==> src/rtl/nn_rate_adapter_if.sv <==
// Host-side and core-side handshake bundle for nn_rate_adapter.
// The adapter takes the slave modport; the host/core environment takes master.
interface nn_rate_adapter_if #(
  parameter int W   = 32,
  parameter int NCH = 3
);
  logic               ce_1;
  logic               ap_start;
  logic               fc0_input_ap_vld;
  logic [NCH*W-1:0]   din;
  logic               ap_done;
  logic               ap_idle;
  logic               ap_ready;
  logic [W-1:0]       layer_out;
  logic               layer_out_ap_vld;
  logic               err_overrun;
  logic               err_timeout;
  logic               core_ce;
  logic               core_ap_start;
  logic               core_in_vld;
  logic [NCH*W-1:0]   core_din;
  logic               core_ap_ready;
  logic               core_ap_done;
  logic [W-1:0]       core_dout;

  modport master (
    output ce_1, ap_start, fc0_input_ap_vld, din,
    output core_ap_ready, core_ap_done, core_dout,
    input  ap_done, ap_idle, ap_ready, layer_out, layer_out_ap_vld,
    input  err_overrun, err_timeout,
    input  core_ce, core_ap_start, core_in_vld, core_din
  );

  modport slave (
    input  ce_1, ap_start, fc0_input_ap_vld, din,
    input  core_ap_ready, core_ap_done, core_dout,
    output ap_done, ap_idle, ap_ready, layer_out, layer_out_ap_vld,
    output err_overrun, err_timeout,
    output core_ce, core_ap_start, core_in_vld, core_din
  );
endinterface

==> src/rtl/nn_rate_adapter.sv <==
// Bridges a full-rate start/done handshake onto a core clocked by a divided
// tick, with input hold, overrun detection and a tick-based timeout.
module nn_rate_adapter #(
  parameter int W   = 32,
  parameter int NCH = 3,
  parameter int DIV = 2,
  parameter int TMO = 1024
) (
  input  logic         clk_1,
  input  logic         ap_rst,
  nn_rate_adapter_if.slave bus
);

  typedef enum logic [1:0] {IDLE, ARM, RUN, DONE} state_t;

  localparam logic [7:0]  DIV_LAST = 8'(DIV - 1);
  localparam logic [15:0] TMO_LIM  = 16'(TMO);

  state_t             state_q, state_d;
  logic [7:0]         div_q, div_d;
  logic [15:0]        tmo_q, tmo_d;
  logic               start_q;
  logic [W-1:0]       lo_q, lo_d;
  logic [NCH*W-1:0]   cdin_q, cdin_d;
  logic               cvld_q, cvld_d;
  logic               ready_q, ready_d;
  logic               ovr_q, ovr_d;
  logic               terr_q, terr_d;

  logic tick;
  logic req_edge;
  logic core_fin;

  assign tick     = bus.ce_1 && (div_q == DIV_LAST);
  assign req_edge = bus.ap_start && !start_q;
  // Done counts in RUN, or in ARM only when the same tick also carries ready.
  assign core_fin = bus.core_ap_done && ((state_q == RUN) || bus.core_ap_ready);

  always_comb begin
    div_d   = div_q;
    state_d = state_q;
    tmo_d   = tmo_q;
    lo_d    = lo_q;
    cdin_d  = cdin_q;
    cvld_d  = cvld_q;
    ready_d = 1'b0;
    ovr_d   = ovr_q;
    terr_d  = terr_q;

    if (bus.ce_1) begin
      div_d = tick ? '0 : div_q + 8'd1;
    end

    if (req_edge && (state_q != IDLE)) begin
      ovr_d = 1'b1;
    end

    case (state_q)
      IDLE: begin
        if (req_edge) begin
          cdin_d  = bus.din;
          cvld_d  = bus.fc0_input_ap_vld;
          ready_d = 1'b1;
          tmo_d   = '0;
          state_d = ARM;
        end
      end
      ARM, RUN: begin
        if (tick) begin
          tmo_d = tmo_q + 16'd1;
          // A done on the expiring tick still wins over the timeout.
          if (core_fin) begin
            lo_d    = bus.core_dout;
            state_d = DONE;
          end else if (tmo_q + 16'd1 == TMO_LIM) begin
            terr_d  = 1'b1;
            state_d = IDLE;
          end else if ((state_q == ARM) && bus.core_ap_ready) begin
            state_d = RUN;
          end
        end
      end
      DONE: begin
        state_d = IDLE;
      end
      default: begin
        state_d = IDLE;
      end
    endcase
  end

  always_ff @(posedge clk_1) begin
    if (ap_rst) begin
      state_q <= IDLE;
      div_q   <= '0;
      tmo_q   <= '0;
      start_q <= 1'b0;
      lo_q    <= '0;
      cdin_q  <= '0;
      cvld_q  <= 1'b0;
      ready_q <= 1'b0;
      ovr_q   <= 1'b0;
      terr_q  <= 1'b0;
    end else begin
      state_q <= state_d;
      div_q   <= div_d;
      tmo_q   <= tmo_d;
      start_q <= bus.ap_start;
      lo_q    <= lo_d;
      cdin_q  <= cdin_d;
      cvld_q  <= cvld_d;
      ready_q <= ready_d;
      ovr_q   <= ovr_d;
      terr_q  <= terr_d;
    end
  end

  assign bus.ap_idle          = (state_q == IDLE);
  assign bus.ap_done          = (state_q == DONE);
  assign bus.layer_out_ap_vld = (state_q == DONE);
  assign bus.ap_ready         = ready_q;
  assign bus.layer_out        = lo_q;
  assign bus.err_overrun      = ovr_q;
  assign bus.err_timeout      = terr_q;
  assign bus.core_ce          = tick;
  assign bus.core_ap_start    = (state_q == ARM);
  assign bus.core_in_vld      = cvld_q;
  assign bus.core_din         = cdin_q;

endmodule

==> src/flat_wrapper.sv <==
// flat-port wrapper written by rule: the top's interface ports become plain ports
module nn_rate_adapter_flat 
#(
  parameter int W   = 32,
  parameter int NCH = 3,
  parameter int DIV = 2,
  parameter int TMO = 1024
)
  (clk_1, ap_rst, bus_ce_1, bus_ap_start, bus_fc0_input_ap_vld, bus_din, bus_core_ap_ready, bus_core_ap_done, bus_core_dout, bus_ap_done, bus_ap_idle, bus_ap_ready, bus_layer_out, bus_layer_out_ap_vld, bus_err_overrun, bus_err_timeout, bus_core_ce, bus_core_ap_start, bus_core_in_vld, bus_core_din);
  nn_rate_adapter_if #(.W(W), .NCH(NCH)) bus_i ();
  input  logic clk_1;
  input  logic ap_rst;
  input wire logic [$bits(bus_i.ce_1)-1:0] bus_ce_1;
  input wire logic [$bits(bus_i.ap_start)-1:0] bus_ap_start;
  input wire logic [$bits(bus_i.fc0_input_ap_vld)-1:0] bus_fc0_input_ap_vld;
  input wire logic [$bits(bus_i.din)-1:0] bus_din;
  input wire logic [$bits(bus_i.core_ap_ready)-1:0] bus_core_ap_ready;
  input wire logic [$bits(bus_i.core_ap_done)-1:0] bus_core_ap_done;
  input wire logic [$bits(bus_i.core_dout)-1:0] bus_core_dout;
  output wire logic [$bits(bus_i.ap_done)-1:0] bus_ap_done;
  output wire logic [$bits(bus_i.ap_idle)-1:0] bus_ap_idle;
  output wire logic [$bits(bus_i.ap_ready)-1:0] bus_ap_ready;
  output wire logic [$bits(bus_i.layer_out)-1:0] bus_layer_out;
  output wire logic [$bits(bus_i.layer_out_ap_vld)-1:0] bus_layer_out_ap_vld;
  output wire logic [$bits(bus_i.err_overrun)-1:0] bus_err_overrun;
  output wire logic [$bits(bus_i.err_timeout)-1:0] bus_err_timeout;
  output wire logic [$bits(bus_i.core_ce)-1:0] bus_core_ce;
  output wire logic [$bits(bus_i.core_ap_start)-1:0] bus_core_ap_start;
  output wire logic [$bits(bus_i.core_in_vld)-1:0] bus_core_in_vld;
  output wire logic [$bits(bus_i.core_din)-1:0] bus_core_din;
  assign bus_i.ce_1 = bus_ce_1;
  assign bus_i.ap_start = bus_ap_start;
  assign bus_i.fc0_input_ap_vld = bus_fc0_input_ap_vld;
  assign bus_i.din = bus_din;
  assign bus_i.core_ap_ready = bus_core_ap_ready;
  assign bus_i.core_ap_done = bus_core_ap_done;
  assign bus_i.core_dout = bus_core_dout;
  assign bus_ap_done = bus_i.ap_done;
  assign bus_ap_idle = bus_i.ap_idle;
  assign bus_ap_ready = bus_i.ap_ready;
  assign bus_layer_out = bus_i.layer_out;
  assign bus_layer_out_ap_vld = bus_i.layer_out_ap_vld;
  assign bus_err_overrun = bus_i.err_overrun;
  assign bus_err_timeout = bus_i.err_timeout;
  assign bus_core_ce = bus_i.core_ce;
  assign bus_core_ap_start = bus_i.core_ap_start;
  assign bus_core_in_vld = bus_i.core_in_vld;
  assign bus_core_din = bus_i.core_din;
  nn_rate_adapter #(.W(W), .NCH(NCH), .DIV(DIV), .TMO(TMO)) u_core (.clk_1(clk_1), .ap_rst(ap_rst), .bus(bus_i));
endmodule
==> config.mk <==
export PLATFORM = sky130hd
export DESIGN_NAME = nn_rate_adapter_flat
export DESIGN_NICKNAME = d
export VERILOG_FILES = /design/src/rtl/nn_rate_adapter_if.sv /design/src/rtl/nn_rate_adapter.sv /design/src/flat_wrapper.sv
export SDC_FILE = /design/constraint.sdc
export NUM_CORES = 1
export LEC_CHECK = 0
export ABC_AREA = 1
export CAP_MARGIN = 30
export CORE_UTILIZATION = 46
export CTS_BUF_LIST = sky130_fd_sc_hd__clkbuf_16
export CTS_CLUSTER_SIZE = 40
export DETAILED_ROUTE_END_ITERATION = 10
export PLACE_DENSITY_LB_ADDON = 0.15
export SYNTH_ARGS = -nofsm -noshare
export SYNTH_HDL_FRONTEND = slang
export SYNTH_SLANG_ARGS = --single-unit
==> constraint.sdc <==
create_clock -name clk_1 -period 3.3 [get_ports clk_1]
set_clock_uncertainty 0.15 [all_clocks]
set_input_delay 0.33 -clock clk_1 [delete_from_list [all_inputs] [get_ports clk_1]]
set_output_delay 0.33 -clock clk_1 [all_outputs]
set_load 0.01 [all_outputs]
; ---- After elaboration in Yosys (flattened, before gate mapping)
; Cells that the tools add are included.
[op_classes]
bitwise = 2
multipliers = 0
n_mux = 11
eq_ne = 8
n_addsub = 2
reduce_logical = 17
div_mod_pow = 0
n_lt_le_gt_ge = 0
n_shift = 0
[ops]
columns = op, n
row1 = 2-to-1 mux 16 bit, 2
row2 = case mux 16 bit (2 select lines), 1
row3 = adder 16 x 1 -> 16 bit (second input constant), 1
row4 = equality test 16 x 11 -> 1 bit (second input constant), 1
row5 = 2-to-1 mux 2 bit, 5
row6 = AND reduction 3 bit, 3
row7 = adder 8 x 1 -> 8 bit (second input constant), 1
row8 = equality test 8 x 1 -> 1 bit (second input constant), 1
row9 = 2-to-1 mux 8 bit, 1
row10 = case mux 2 bit (3 select lines), 1
row11 = logical AND 1 bit, 5
row12 = equality test 2 bit (second input constant), 2
row13 = != test 2 x 1 -> 1 bit (second input constant), 2
row14 = != test 4 x 1 -> 1 bit (second input constant), 1
row15 = AND reduction 4 bit, 1
row16 = nonzero test 2 bit, 2
row17 = OR reduction 2 bit, 2
row18 = equality test 2 x 1 -> 1 bit (second input constant), 1
row19 = zero test 2 bit, 1
row20 = NOT 1 bit, 2
row21 = AND reduction 2 bit, 1
row22 = zero test 1 bit, 1
row23 = logical OR 1 bit, 1
row24 = 2-to-1 mux 1 bit, 1
[totals]
mem_bits_rw = 0
romBits = 0
ff_bits = 159
out_inout_bits = 137
memories = 0
inputBits = 135
latch_bits = 0

; ---- Longest topological paths before layout
; Gate-level depths: netlist (run 1).
[depth]
depth_word = 7
depth_mapped = 16
mapped_depth_nobuf = 16

; ---- Worst setup path after synthesis (run 1)
; Ideal clock, no wire load.
[synth_timing]
path_type = reg2reg
from = register u_core.state_q[0]
to = register u_core.tmo_q[10]
stages_incl_launch_ff = 11
setup_slack_ps = 1317
setup_ps = 71
arrival_ps = 1763
required_time_ps = 3079
synth_period_minus_slack_ps = 1983
path_buffers = 2
path_cell_list = dfxtp_1 > inv_1 > ha_1 > clkbuf_1 > inv_1 > o21ai_2 > nor2_4 > inv_2 > buf_2 > nand2_1 > a21oi_1
[synth_via]
elab_chain_len = 4
elab_cells_between_ends = 9
cone_classes = eq/ne: 4 / mux: 1 / reduce/logical: 4
[synth_lines]
columns = item, line
row1 = start: declaration, nn_rate_adapter.sv:19  ; state_t state_q, state_d;
row2 = start signal: assignment, nn_rate_adapter.sv:105  ; state_q <= state_d;
row3 = equality test 2 x 1 -> 1 bit / equality test 2 bit (equally long branches), nn_rate_adapter.sv:58  ; case (state_q)
row4 = OR reduction 2 bit, nn_rate_adapter.sv:58
row5 = != test 2 x 1 -> 1 bit (no line) / nonzero test 2 bit (equally long branches), -
row6 = AND reduction 3 bit (no line), -
row7 = end signal: assignment, nn_rate_adapter.sv:107  ; tmo_q <= tmo_d;
row8 = end: declaration, nn_rate_adapter.sv:21  ; logic [15:0] tmo_q, tmo_d;
; Several ways; a longest one is shown, not always the timed one.
; A chain may end at the register's enable or synchronous reset.

; ---- Final worst setup path (run 1)
[layout_timing]
from = register u_core.div_q[0]
to = output bus_core_ce
[layout_via]
elab_chain_len = 2
[layout_lines]
columns = item, line
row1 = start: declaration, nn_rate_adapter.sv:20  ; logic [7:0] div_q, div_d;
row2 = start signal: assignment, nn_rate_adapter.sv:106  ; div_q <= div_d;
row3 = equality test 8 x 1 -> 1 bit, nn_rate_adapter.sv:34  ; assign tick = bus.ce_1 && (div_q == DIV_LAST);
row4 = logical AND 1 bit, nn_rate_adapter.sv:34
row5 = end: declaration, flat_wrapper.sv:27  ; output wire logic [$bits(bus_i.core_ce)-1:0] bus_core_ce;
; Every way passes these cells.

==> results.json, run 1 <==
{
  "status": "complete, no violations",
  "synth_cell_type_count": 31,
  "crit_type": "reg -> out",
  "ys_ff_latch": 159,
  "synth-edff-count": 0,
  "fin_util_pct": 72.62,
  "layoutNonFillerInstCount": 1269,
  "clk_latency_ns": 0.42,
  "worstPathMaxFanout": 5,
  "firstDrtPassIters": 4,
  "io_buffers": 271,
  "hold_viol": 0,
  "root_buffer": "clkbuf_16",
  "grt-ovfl-total": 0,
  "grt_pass1_wl_um": 27590,
  "crit_path_start_kind": "register",
  "htreeDepth": 4,
  "drt-total-wl_um": 17510,
  "reg2reg_from": "u_core.div_q[0]",
  "hp-start": "u_core.bus.core_din[16]",
  "min_period_ns": 2.616,
  "drc": 0,
  "slew-limit-headroom_pct": 51.05,
  "rows": 42,
  "setup.worst_path.start": "u_core.div_q[0]",
  "dieWidth_um": 119.0,
  "layout-drive-gt1-share_pct": 4.941,
  "vias_per_cell": 4.804,
  "clkPwrFrac_pct": 29.9,
  "pre_cts_slack_ns": 0.4392,
  "nets": 1225,
  "ctsResizeCount": 0,
  "numCtsBuffers": 17,
  "power.density_mw_per_mm2": 626.0,
  "p_int_mw": 4.195,
  "power_switching_share_pct": 30.60,
  "fin_setup_tns_ns": 0,
  "ys.warnings.count": 0,
  "cts_sinks": 159,
  "synth_area_sq_mm": 0.006299,
  "cp.arrival_ns": 2.14,
  "post_cts_buffers": 0,
  "synthFlopType": "dfxtp_1",
  "peakVddDrop_uv": 407.0,
  "vias": 6096,
  "io_pins": 272,
  "dp_hpwl_um": 12540,
  "finalSetupViolCount": 0,
  "die_area_sq_mm": 0.01416,
  "rsz0062_at_grt": "no",
  "clockBufferDepth": 2,
  "synth.top_cell.area_share_pct": 50.54,
  "slew_viol_final": 0,
  "pwr-share-seq_pct": 39.3,
  "min_path_type": "reg -> reg",
  "fp.dieH_um": 119.0,
  "grt_max_degree": 90,
  "yosysTopAreaCell": "dfxtp_1",
  "start_util_pct": 47.37,
  "combPwrFrac_pct": 30.8,
  "synth_fp_nets": 974,
  "track_usage_pct": 24.87,
  "wl_per_cell_um": 13.80,
  "max_freq_mhz": 382.3,
  "p_leak_nw": 3.745,
  "netlist_top_cells_area": "dfxtp_1, o21ai_0, a21oi_1, inv_1, nor2_1",
  "synth-async-reset-ratio_pct": 0,
  "p_sw_mw": 1.850,
  "end_kind": "output port",
  "finalCritPeriodShare_pct": 79.27,
  "synthTopCellsByCount": "dfxtp_1, o21ai_0, inv_1",
  "drv_cap": 0,
  "worst_slack_ns": 0.6842,
  "syn_avg_cell_area_sq_um": 7.579,
  "synth.most_common_cell": "dfxtp_1",
  "diodes": 0,
  "gp_congestion": 0.8175,
  "antenna_left": 0,
  "core_area_sq_mm": 0.01330,
  "place_inst": 1239,
  "area_delta_synth_final_pct": 53.30,
  "antenna_found_initial": 0,
  "required_ns": 2.82,
  "hold_buffers": 0,
  "tightest_slew_ns": 0.7343,
  "grt_pass1_vias": 5609,
  "postSynthCellCount": 831,
  "cts_tree": "done",
  "ys_seq_area_share_pct": 50.54,
  "clk_pin_slew_ns": 0.06,
  "drt_iter0_drc": 266
}
## kinds of logic (layout without fill, tap and decap cells)
| kind of cell | after synthesis | in the layout | synth area share, % |
|---|---|---|---|
| AO/OA/AOI/OAI | 261 | 261 | 21.06 |
| XOR/XNOR | 2 | 2 | 0.2782 |
| AND/OR/NAND/NOR | 219 | 219 | 15.36 |
| adder cells (fa/ha/maj) | 8 | 8 | 1.589 |
| buffers and inverters | 182 | 444 | 11.18 |
| flip-flops | 159 | 159 | 50.54 |
## registers in the layout (all words and copies together) (netlist names)
signal,count
u_core.bus.core_in_vld,1
u_core.start_q,1
u_core.state_q,2
u_core.div_q,8
u_core.bus.err_timeout,1
u_core.bus.err_overrun,1
u_core.bus.core_din,96
u_core.bus.ap_ready,1
u_core.bus.layer_out,32
u_core.tmo_q,16
## worst max-delay path: stages (launching register included)
cell	delay [ns]
dfxtp_1	0.38
ha_1	0.17
nand4_1	0.15
nor4_4	0.37
clkdlybuf4s50_1	0.64
## cell type report
type | instances | area, sq um
clock buffers | 17 | 425.4
clock inverters | 13 | 110.1
fillers | 1079 | 3640
inverters | 135 | 508.0
multi-input cells | 490 | 2424
flip-flops and latches | 159 | 3183
well taps | 176 | 220.2
repair buffers | 279 | 2785
## cells in the final DEF (no fill, tap or decap), types with 7 or more instances in the layout
cell type,n
dfxtp_1,159
nand3_1,10
clkbuf_16,17
inv_1,134
nand4_1,15
clkdlybuf4s50_1,271
nand2_1,81
a21oi_1,118
ha_1,8
nor2_1,89
o21ai_0,133
buf_4,7
## power by group through the flow
stage	clock network [mW]	logic [mW]	registers, mW
final	1.81	1.86	2.38
after global routing	1.93	2.04	2.41
after CTS	1.83	1.88	2.38
after detailed placement	0	1.87	2.41
after global placement	0	1.84	2.40
after floorplan	0	0.785	2.53
## metal layers
layer | share of wire, % | track usage, % | wire (um)
met1 | 40 | 27.34 | 6936
met2 | 49 | 41.82 | 8563
met3 | 9.1 | 10.68 | 1588
met4 | 2.4 | 10.28 | 423
met5 | 0 | 0 | 0
## worst paths after layout
check	slack [ns]	depth (start not counted)	to
max	0.68	4	bus_core_ce
min	0.29	2	u_core.bus.core_din[16]
max reg2reg	0.82	8	u_core.bus.layer_out[8]
min reg2reg	0.29	2	u_core.bus.core_din[16]
## per-stage QoR
stage	area, sq um	power, mW	hold slack, ns
6_report	9656	6.044	0.2919
5_1_grt	9656	6.377	0.3074
4_1_cts	9656	6.088	0.2940
3_5_place_dp	9120	4.277	0.2851
3_3_place_gp	9120	4.242	0.2808
2_1_floorplan	6299	3.317	0.2870
No activity file was read; power rests on OpenSTA's default activity.
==> run 2: changes to the inputs <==
CORE_UTILIZATION = 38   (was 46)
clock period = 2.4 ns   (was 3.3 ns; I/O delays follow)
==> results.json, run 2 (synthesized netlist as in run 1, its figures left out) <==
{
  "mostFrequentLayoutCells": "clkdlybuf4s50_1, dfxtp_1, o21ai_0, inv_1, a21oi_1",
  "clk_latency_ns": 0.41,
  "worstPathMaxFanout": 3,
  "worst_slack_ns": 0.1946,
  "layout-drive-gt1-share_pct": 6.085,
  "peakVddDrop_uv": 472.5,
  "slew_viol_final": 0,
  "layoutNonFillerInstCount": 1317,
  "diodes": 0,
  "drv_cap": 0,
  "vias_per_cell": 4.586,
  "ff2ff_path_depth": 12,
  "cp.arrival_ns": 1.82,
  "finalSetupViolCount": 0,
  "wl_per_cell_um": 13.23,
  "grt-ovfl-total": 0,
  "vias": 6040,
  "die_area_sq_mm": 0.01709,
  "start_util_pct": 39.22,
  "drt-total-wl_um": 17430,
  "io_pins": 272,
  "final_common_cell": "clkdlybuf4s50_1",
  "end_kind": "output port",
  "min_period_ns": 2.205,
  "regArea_sq_mm": 0.003183,
  "fillCellCount": 1445,
  "setup.worst_path.start": "u_core.div_q[1]",
  "r2r_setup_slack_ns": 0.24,
  "nets": 1233,
  "clockBufferDepth": 2,
  "dieWidth_um": 130.7,
  "r2r_end": "u_core.state_q[1]",
  "p_sw_mw": 2.583,
  "grt_pass1_vias": 5433,
  "finalCritPeriodShare_pct": 91.89,
  "clkPwrFrac_pct": 30.3,
  "min_path_type": "in -> reg",
  "max_freq_mhz": 453.4,
  "drt_iter0_drc": 337,
  "numCtsBuffers": 17,
  "dp_hpwl_um": 12340,
  "io_buffers": 271,
  "fp.dieH_um": 130.7,
  "crit_type": "reg -> out",
  "clk_pin_slew_ns": 0.07,
  "area_delta_synth_final_pct": 56.06,
  "power_switching_share_pct": 30.56,
  "antenna_left": 0,
  "place_inst": 1286,
  "pre_cts_slack_ns": 0.1103,
  "largest_reg_flops": 96,
  "required_ns": 2.01,
  "tightest_slew_ns": 0.3684,
  "antenna_found_initial": 0,
  "power.density_mw_per_mm2": 859.6,
  "cts_sinks": 159,
  "grt_pass1_wl_um": 26550,
  "fin_setup_tns_ns": 0,
  "core_area_sq_mm": 0.01606,
  "slew-limit-headroom_pct": 75.35,
  "grt_max_degree": 80,
  "critical_path.endpoint": "bus_core_ce",
  "reg2reg_from": "u_core.tmo_q[1]",
  "p_leak_nw": 3.802,
  "drc": 0,
  "track_usage_pct": 20.02,
  "p_int_mw": 5.867,
  "cts_tree": "done",
  "htreeDepth": 4,
  "rsz0062_at_grt": "no",
  "status": "complete, no violations",
  "rows": 46,
  "multi_input_area_sq_mm": 0.002429,
  "crit_path_start_kind": "register",
  "pwr-share-seq_pct": 38.5,
  "root_buffer": "clkbuf_16",
  "combPwrFrac_pct": 31.2,
  "gp_congestion": 0.7942,
  "firstDrtPassIters": 4,
  "hp-start": "bus_core_dout[12]",
  "hold_viol": 0
}
==> run 2: cell count changes in the layout (fill, tap and decap cells not counted), sizes merged <==
cell           before  now
dlygate4sd2         0    1
buf                 8   16
clkdlybuf4s50     271  270
clkinv              8   10
clkinvlp            0    1
inv               138  135
==> run 2: how the worst min path moves through the flow <==
stage          cells after the start                       end
2_1_floorplan                      2            u_core.start_q
3_3_place_gp                       2   u_core.bus.core_din[17]
3_5_place_dp                       2   u_core.bus.core_din[76]
4_1_cts                            3  u_core.bus.layer_out[26]
5_1_grt                            3  u_core.bus.layer_out[15]
6_report                           3  u_core.bus.layer_out[12]
==> run 2: power groups by stage <==
stage	Sequential [mW]	Combinational (mW)	Clock (mW)
floorplan	3.48	1.08	0
global placement	3.29	2.64	0
detailed placement	3.31	2.66	0
CTS	3.26	2.67	2.61
global route	3.30	2.91	2.74
finish	3.25	2.64	2.56
==> run 2: stage by stage <==
step           area, sq um  utilization [%]  hold WS (ns)  total power, mW
2_1_floorplan         6299                -        0.1970            4.561
3_3_place_gp          9260            57.67        0.2790            5.938
3_5_place_dp          9260            57.67        0.2832            5.962
4_1_cts               9818            61.14        0.2417            8.540
5_1_grt               9829            61.21        0.2542            8.958
6_report              9829            61.21        0.2564            8.449
==> run 2: area by class of cell <==
cell class,count,area share (%)
tap,216,2.749
sequential,159,32.38
timing repair buffer,287,29.35
inverter,135,5.193
clock inverter,13,1.286
clock buffer,17,4.328
multi-input combinational,490,24.71
==> run 2: worst max-delay path: stages, from the launching register on <==
cell,delay [ns]
dfxtp_1,0.31
inv_1,0.09
ha_1,0.16
nand4_1,0.15
nor4_4,0.36
dlygate4sd2_1,0.32
==> run 2: timing repair <==
item	in CTS	in global routing
hold buffers	0	0
buffers inserted	1	0
pin swaps	1	0
gates resized for setup	1	4
endpoints found under the setup margin	1	32
==> run 2: layer usage <==
layer / global-route usage [%] / share of wire, % / vias up
met4: 7.437 / 1.6 / 0
met5: 0 / 0 / -
met1: 23.33 / 42 / 2669
li1: - / - / 3177
met3: 8.388 / 8.9 / 20
met2: 32.77 / 47 / 174
==> run 3: changes to the inputs <==
CORE_MARGIN = 4   (was unset)
SKIP_LAST_GASP = 1   (was unset)
==> results.json, run 3 (synthesized netlist as in run 1, its figures left out) <==
{
  "start_util_pct": 39.22,
  "numCtsBuffers": 17,
  "end_kind": "output port",
  "clk_latency_ns": 0.42,
  "regArea_sq_mm": 0.003183,
  "grt_pass1_vias": 5379,
  "nets": 1230,
  "drt-total-wl_um": 18240,
  "diodes": 0,
  "cts_sinks": 159,
  "p_leak_nw": 3.763,
  "crit_path_start_kind": "register",
  "slew-limit-headroom_pct": 67.78,
  "dp_hpwl_um": 13210,
  "drt_iter0_drc": 311,
  "largest_reg_flops": 96,
  "layout-drive-gt1-share_pct": 5.743,
  "wl_per_cell_um": 13.89,
  "htreeDepth": 4,
  "critical_path.endpoint": "bus_ap_idle",
  "cp_slowest_cell": "clkdlybuf4s50_1",
  "reg2reg_from": "u_core.div_q[1]",
  "antenna_left": 0,
  "rsz0062_at_grt": "no",
  "vias_per_cell": 4.554,
  "multi_input_area_sq_mm": 0.002431,
  "grt-ovfl-total": 0,
  "min_period_ns": 2.158,
  "io_buffers": 271,
  "status": "complete, no violations",
  "final_common_cell": "clkdlybuf4s50_1",
  "max_freq_mhz": 463.3,
  "gr-max-usage-layer": "met2",
  "power.density_mw_per_mm2": 862.3,
  "worstPathMaxFanout": 6,
  "fin_setup_tns_ns": 0,
  "dieWidth_um": 136.7,
  "die_area_sq_mm": 0.01870,
  "finalSetupViolCount": 0,
  "drv_cap": 0,
  "crit_buf_inv": 2,
  "fin_util_pct": 61.04,
  "core_area_sq_mm": 0.01606,
  "use_met1_pct": 21.94,
  "clk_pin_slew_ns": 0.07,
  "fp.dieH_um": 136.7,
  "hold_viol": 0,
  "grt_use_met3_pct": 9.522,
  "cp_cell_sequence": "inv_1 -> ha_1 -> clkdlybuf4s50_1",
  "grt_max_degree": 70,
  "vias": 5979,
  "cts_tree": "done",
  "place_area_sq_mm": 0.009238,
  "mostFrequentLayoutCells": "clkdlybuf4s50_1, dfxtp_1, o21ai_0, inv_1, a21oi_1",
  "gp_congestion": 0.8214,
  "layoutNonFillerInstCount": 1313,
  "grt_pass1_wl_um": 27760,
  "setup.worst_path.start": "u_core.state_q[0]",
  "clockBufferDepth": 2,
  "cp.arrival_ns": 1.77,
  "track_usage_pct": 18.98,
  "area_delta_synth_final_pct": 55.62,
  "r2r_end": "u_core.bus.layer_out[1]",
  "root_buffer": "clkbuf_16",
  "fillCellCount": 1444,
  "required_ns": 2.01,
  "finalCritPeriodShare_pct": 89.93,
  "antenna_found_initial": 0,
  "peakVddDrop_uv": 511.9,
  "path_delay_family": "buffers and inverters",
  "hold_buffers": 0,
  "final_area_sq_mm": 0.009802,
  "drc": 0,
  "rows": 46,
  "slew_viol_final": 0,
  "tightest_slew_ns": 0.4782,
  "firstDrtPassIters": 5,
  "ff2ff_path_depth": 10,
  "met2_usage_pct": 29.93,
  "r2r_setup_slack_ns": 0.27,
  "cp_num_cells": 3,
  "critPathMaxStageDelay_ns": 0.60,
  "io_pins": 272,
  "place_inst": 1283,
  "min_path_type": "in -> reg",
  "crit_type": "reg -> out"
}
-- run 3: cell types whose count changed in the layout (fill, tap and decap cells not counted), sizes merged --
cell,change
clkinv,-5
clkinvlp,+4
buf,-3
-- run 3: stage by stage --
step	setup slack, ns	hold WS, ns	total power, mW
6_report	0.2416	0.2510	8.452
5_1_grt	0.02225	0.2335	8.936
3_5_place_dp	0.1600	0.2830	5.961
4_1_cts	0.2223	0.2312	8.546
2_1_floorplan	0.4170	0.1970	4.561
3_3_place_gp	0.1831	0.2797	5.940
-- run 3: how the worst min path moves through the flow --
stage / start / to / slack [ns] / depth (start not counted)
final: bus_core_dout[19] / u_core.bus.layer_out[19] / 0.25 / 3
after global routing: bus_core_dout[15] / u_core.bus.layer_out[15] / 0.23 / 3
after CTS: bus_core_dout[15] / u_core.bus.layer_out[15] / 0.23 / 3
after detailed placement: u_core.bus.core_din[0] / u_core.bus.core_din[0] / 0.28 / 2
after global placement: u_core.bus.core_din[51] / u_core.bus.core_din[51] / 0.28 / 2
after floorplan: bus_ap_start / u_core.start_q / 0.20 / 2
-- run 3: power by group --
group	internal [mW]	total [mW]	leakage (nW)	switching [mW]
Sequential	3.05	3.26	1.30	0.212
Clock	1.50	2.57	0.252	1.07
Combinational	1.28	2.62	2.21	1.33
-- run 3: what timing repair did --
item,in CTS,in global routing
endpoints found under the setup margin,1,8
pin swaps,1,0
setup buffers,1,0
resized for setup,1,3
-- run 3: cell type report --
| class | instances | area share, % |
|---|---|---|
| clock buffers | 17 | 4.340 |
| flip-flops and latches | 159 | 32.47 |
| inverters | 135 | 5.208 |
| well taps | 216 | 2.757 |
| repair buffers | 284 | 29.17 |
| clock inverters | 12 | 1.251 |
| multi-input cells | 490 | 24.80 |
-- run 3: worst min-delay path, delay by kind of cell --
family                 cells  cell delay (ns)
and+or+nand+nor            2             0.15
buffers and inverters      1             0.39
-- run 3: layer usage --
layer | up-vias | part of all wire (%) | wire, um
met5 | - | 0 | 0
met4 | 0 | 2.5 | 449
met3 | 28 | 11 | 1985
met2 | 201 | 46 | 8454
met1 | 2580 | 40 | 7346
li1 | 3170 | - | -
